==> config.mk <==
export PLATFORM = sky130hd
export DESIGN_NAME = rcv_ctrl_fsm
export DESIGN_NICKNAME = d
export VERILOG_FILES = /design/src/rtl/rcv_ctrl_fsm.sv
export SDC_FILE = /design/constraint.sdc
export NUM_CORES = 1
export LEC_CHECK = 0
export ABC_AREA = 1
export CAP_MARGIN = 0
export CELL_PAD_IN_SITES_DETAIL_PLACEMENT = 0
export CELL_PAD_IN_SITES_GLOBAL_PLACEMENT = 2
export CORE_AREA = 2 2 104 56
export DETAILED_ROUTE_END_ITERATION = 16
export DIE_AREA = 0 0 106 58
export GPL_TIMING_DRIVEN = 0
export PLACE_DENSITY_LB_ADDON = 0.25
export SYNTH_ARGS = -nofsm -noshare
export SYNTH_HDL_FRONTEND = slang
export SYNTH_SLANG_ARGS = --single-unit
==> constraint.sdc <==
create_clock -name clk -period 1.5 [get_ports clk]
set_input_delay 0.375 -clock clk [delete_from_list [all_inputs] [get_ports clk]]
set_output_delay 0.375 -clock clk [all_outputs]
set_load 0.05 [all_outputs]
==> src/rtl/rcv_ctrl_fsm.sv <==
// Receive-side packet control FSM: sync/PID checks, data byte strobes,
// error tracking and clean end-of-packet detection.
//
// Ports:
//   clk, n_rst        clock, async active-low reset
//   d_edge            one-cycle bus transition pulse
//   shift_enable      bit-sample strobe from the receive timer
//   eop               end-of-packet line state (qualified by shift_enable)
//   byte_received     one-cycle pulse when 8 bits are shifted in
//   rcv_data[7:0]     received byte from the shift register
//   rcving            high while a packet is in progress
//   w_enable          one-cycle FIFO write strobe for a data byte
//   r_error           sticky receive-error flag
//   rx_pid[3:0]       PID of the last packet that passed the PID check
//   byte_count[6:0]   data bytes written in the current packet
//   packet_done       one-cycle pulse on a clean packet end
module rcv_ctrl_fsm #(
    parameter logic [7:0] SYNC_BYTE = 8'h80,
    parameter int         MAX_BYTES = 64
) (
    input  logic       clk,
    input  logic       n_rst,
    input  logic       d_edge,
    input  logic       shift_enable,
    input  logic       eop,
    input  logic       byte_received,
    input  logic [7:0] rcv_data,
    output logic       rcving,
    output logic       w_enable,
    output logic       r_error,
    output logic [3:0] rx_pid,
    output logic [6:0] byte_count,
    output logic       packet_done
);

    typedef enum logic [3:0] {
        IDLE,
        SYNC_WAIT,
        SYNC_CHK,
        PID_WAIT,
        PID_CHK,
        DATA_WAIT,
        DATA_STORE,
        EOP_WAIT,
        ERR_WAIT,
        ERR_IDLE
    } state_t;

    localparam logic [6:0] MAX_CNT = 7'(MAX_BYTES);

    state_t     state;
    state_t     state_n;
    logic       rcving_n;
    logic       wen_n;
    logic       err_n;
    logic [3:0] pid_n;
    logic [6:0] cnt_n;
    logic       done_n;

    logic eop_hit;
    logic pid_ok;
    logic room;

    assign eop_hit = eop & shift_enable;
    assign pid_ok  = (rcv_data[7:4] == ~rcv_data[3:0]);
    assign room    = (byte_count < MAX_CNT);

    always_ff @(posedge clk or negedge n_rst) begin
        if (!n_rst) begin
            state       <= IDLE;
            rcving      <= 1'b0;
            w_enable    <= 1'b0;
            r_error     <= 1'b0;
            rx_pid      <= 4'h0;
            byte_count  <= 7'd0;
            packet_done <= 1'b0;
        end else begin
            state       <= state_n;
            rcving      <= rcving_n;
            w_enable    <= wen_n;
            r_error     <= err_n;
            rx_pid      <= pid_n;
            byte_count  <= cnt_n;
            packet_done <= done_n;
        end
    end

    // Outputs are computed from the next state and registered, so each
    // one changes cleanly on the clock edge that enters its state.
    always_comb begin
        state_n = state;
        wen_n   = 1'b0;
        err_n   = r_error;
        pid_n   = rx_pid;
        cnt_n   = byte_count;
        done_n  = 1'b0;

        unique case (state)
            IDLE: begin
                if (d_edge) begin
                    state_n = SYNC_WAIT;
                    err_n   = 1'b0;
                    cnt_n   = 7'd0;
                end
            end
            SYNC_WAIT: begin
                if (eop_hit) begin
                    state_n = ERR_IDLE;
                    err_n   = 1'b1;
                end else if (byte_received) begin
                    state_n = SYNC_CHK;
                end
            end
            SYNC_CHK: begin
                if (rcv_data == SYNC_BYTE) begin
                    state_n = PID_WAIT;
                end else begin
                    state_n = ERR_WAIT;
                    err_n   = 1'b1;
                end
            end
            PID_WAIT: begin
                if (eop_hit) begin
                    state_n = ERR_IDLE;
                    err_n   = 1'b1;
                end else if (byte_received) begin
                    state_n = PID_CHK;
                end
            end
            PID_CHK: begin
                if (pid_ok) begin
                    state_n = DATA_WAIT;
                    pid_n   = rcv_data[3:0];
                end else begin
                    state_n = ERR_WAIT;
                    err_n   = 1'b1;
                end
            end
            DATA_WAIT: begin
                if (eop_hit) begin
                    state_n = EOP_WAIT;
                end else if (byte_received) begin
                    state_n = DATA_STORE;
                    // Strobe lands in DATA_STORE only when there is room.
                    wen_n   = room;
                end
            end
            DATA_STORE: begin
                if (room) begin
                    state_n = DATA_WAIT;
                    cnt_n   = byte_count + 7'd1;
                end else begin
                    state_n = ERR_WAIT;
                    err_n   = 1'b1;
                end
            end
            EOP_WAIT: begin
                if (d_edge) begin
                    state_n = IDLE;
                    done_n  = 1'b1;
                end
            end
            ERR_WAIT: begin
                if (eop_hit) begin
                    state_n = ERR_IDLE;
                end
            end
            ERR_IDLE: begin
                if (d_edge) begin
                    state_n = IDLE;
                end
            end
            default: begin
                state_n = IDLE;
            end
        endcase

        rcving_n = state_n inside {SYNC_WAIT, SYNC_CHK, PID_WAIT,
                                   PID_CHK, DATA_WAIT, DATA_STORE,
                                   ERR_WAIT};
    end

endmodule

==> run_results.csv <==
group,metric,value,unit
detailed_routing,final_routed_wirelength_across_all_metal_layers,3470,µm
floorplanning,initial_utilization,23.0,%
clock_network,number_of_buffers_added_by_the_clock_tree_synthesis_step,3,
run_status,failing_checks,"setup timing",
sta,hold_viol_final,0,
finish,layout.cells.most_common_list,"nand2_1 (34), dfrtp_1 (16), inv_1 (15)",
global_routing,grt_overflow_total,0,
detailed_routing,drt_pre_antenna_iters,4,
worst_setup_path,crit_type,"reg2reg",
global_routing,wire_length_of_the_first_global_routing_pass,5710,µm
synth,post_synth_num_cell_types,26,
finish,stdcell_count,278,
finish,combined_area_of_the_multi_input_logic_cells,734,µm²
synth,synthesis.nets,175,
global_routing,antenna_found_initial,0,
clock_network,clockBufferDepth,2,
sta,worst-slew-pin-transition,0.943,ns
finish,number_of_fill_cells,561,
floorplanning,die-height,58,µm
sta,unrepaired_setup_endpoints_after_global_routing,"true",
clock_network,cts_root_buf,"clkbuf_8",
synth,synth.avg_cell_area,7.55,µm²
detailed_routing,drcViolationCount,0,
finish,antenna_cells_inserted,0,
clock_network,clkTransAtPathRegs,0.08,ns
sta,setup_violations,4,
sta,final.setup.worst_slack,-0.0476,ns
finish,final_nets,221,
synth,syn_area,0.00121,mm²
worst_setup_path,worst-endpoint-required,1.65,ns
global_routing,first_global_vias,1139,
detailed_routing,routed_via_density,4.25,
floorplanning,ioPinCount,29,
clock_network,cts_tree,"done",
floorplanning,die_area,0.00615,mm²
synth,post_synth_inst_count,160,
power_and_ir_drop,power-per-cell-area,1310,mW/mm²
worst_setup_path,timing.critical_path.fanout_max,5,
clock_network,clkLatencyLatePin,0.26,ns
sta,finClkSkew,0.00613,ns
placement,io_buffer_count,28,
sta,fin_crit_sh,103,%
placement,post-dp-hpwl,2650,µm
placement,placed_cells,261,
placement,globalplace.congestion,0.830,
detailed_routing,first_iter_violations,64,
job,maxCapViolations,0,
sta,timing.fmax,646,MHz
clock_network,htreeDepth,1,
sta,max_slew_margin,37.0,%
floorplanning,std_cell_rows,19,
clock_network,cts.sink_count,19,
run_status,status,"complete, but fails checks",
finish,final_common_cell,"nand2_1",
power_and_ir_drop,ir_drop,636,µV
global_routing,grt_max_degree,20,
detailed_routing,post_drt_wl_per_cell,12.5,µm
sta,timing.final.max_slew_violations,0,
detailed_routing,vias,1182,
worst_setup_path,cp_data_arrival_time,1.70,ns
sta,final.setup.tns,-0.116,ns
synth,ys_seq_area_share,39.4,%
floorplanning,floorplan.core_area,0.00525,mm²
synth,synth-warning-count,0,
global_routing,grt_usage,12.2,%
synth,ffs_latches_synth,19,
finish,drive_gt1_share,42.4,%
floorplanning,die_width,106,µm
worst_setup_path,setup_crit_start_kind,"flip-flop",
finish,seqCellArea,479,µm²
worst_setup_path,r2r.worst_path.cells,8,
finish,syn_to_final_growth,50.8,%
power_and_ir_drop,cellLeakagePower,0.922,nW
min_path,timing.hold.worst.class,"in2async",
worst_setup_path,critical_path.endpoint_type,"flip-flop",
sta,final.min_clock_period,1.55,ns
power_and_ir_drop,finalPower,2.38,mW
placement,pre_cts_slack,-0.482,ns
detailed_routing,ant_nets,0,
## layout make-up
class,count,area share [%]
inverters,24,4.95
repair buffers,41,20.2
clock buffers,3,2.27
flip-flops and latches,19,26.3
well taps,73,5.02
multi-input cells,116,40.3
clock inverters,1,0.275
plain buffers,1,0.619
## cell families (layout without fill, tap and decap cells)
family,count (synthesis),after routing,synth area share [%]
adder cells (fa/ha/maj),1,1,1.04
buffers and inverters,25,70,8.08
multiplexers,1,1,0.933
flip-flops,19,19,39.4
AND/OR/NAND/NOR,95,95,42.4
AO/OA/AOI/OAI,19,19,8.19
## critical path: stages (launching register included)
cell	delay, ns
dfrtp_2	0.48
nor2_4	0.18
buf_12	0.13
nand3_4	0.10
nand2_4	0.11
and3_4	0.20
nand2_2	0.06
o21ai_2	0.12
a21oi_1	0.05
## through the flow
step                hold slack [ns]  instance area, µm²  util [%]
floorplan                    0.0794                1210         -
global placement              0.468                1580      30.1
detailed placement            0.484                1580      30.1
CTS                           0.497                1760      33.4
global route                  0.327                1820      34.7
finish                        0.246                1820      34.7
## final timing paths
path / start / end / slack, ns
max in group asynchronous: n_rst / state[1]$_DFF_PN0_ / 0.61
worst min-delay path: n_rst / state[2]$_DFF_PN0_ / 0.25
worst min register to register: rx_pid[1]$_DFFE_PN0P_ / rx_pid[1]$_DFFE_PN0P_ / 0.49
worst max-delay path: state[3]$_DFF_PN0_ / byte_count[4]$_DFFE_PN0P_ / -0.05
min in group clk: rx_pid[1]$_DFFE_PN0P_ / rx_pid[1]$_DFFE_PN0P_ / 0.49
worst max register to register: state[3]$_DFF_PN0_ / byte_count[4]$_DFFE_PN0P_ / -0.05
## layer usage
layer	wire length [µm]	global-route usage (%)
met3	196	3.82
met5	0	0
met4	23	3.01
met2	1310	16.0
met1	1940	18.8
## sequential cells by signal, summed over array words and instances (netlist names)
register	flops
byte_count	7
rx_pid	4
state	4
packet_done	1
r_error	1
rcving	1
w_enable	1
## Yosys cell counts
cell	count	area share, %
inv_1	19	5.9
nand4_1	1	0.52
nand2_2	4	2.1
o21ai_1	3	1.2
a21oi_1	8	3.3
nor2_4	3	2.8
nor2_1	15	4.7
or2_0	1	0.52
nand3_4	2	2.9
nand3b_4	1	1.7
ha_1	1	1.0
nand2_4	1	0.93
nor3_1	3	1.2
dfrtp_1	19	39
mux2_2	1	0.93
buf_4	1	0.62
o21ai_0	6	2.5
nand2_1	43	13
o22ai_1	1	0.52
nand3b_1	1	0.62
inv_2	5	1.6
o31ai_1	1	0.62
and3_1	2	1.0
nand3_2	5	4.1
nor2_2	5	2.6
nand3_1	8	3.3
## where the power goes
group | internal [mW] | switching [mW] | leakage, nW
registers | 0.609 | 0.0854 | 0.251
clock network | 0.185 | 0.188 | 0.0255
logic | 0.475 | 0.836 | 0.645
## repair_timing
item,4_1_cts,5_1_grt
hold buffers,0,0
gates resized for setup,74,19
endpoints found under the setup margin,22,15
setup buffers,9,4
pin swaps,20,14
Power figures use the tool's default switching activity.
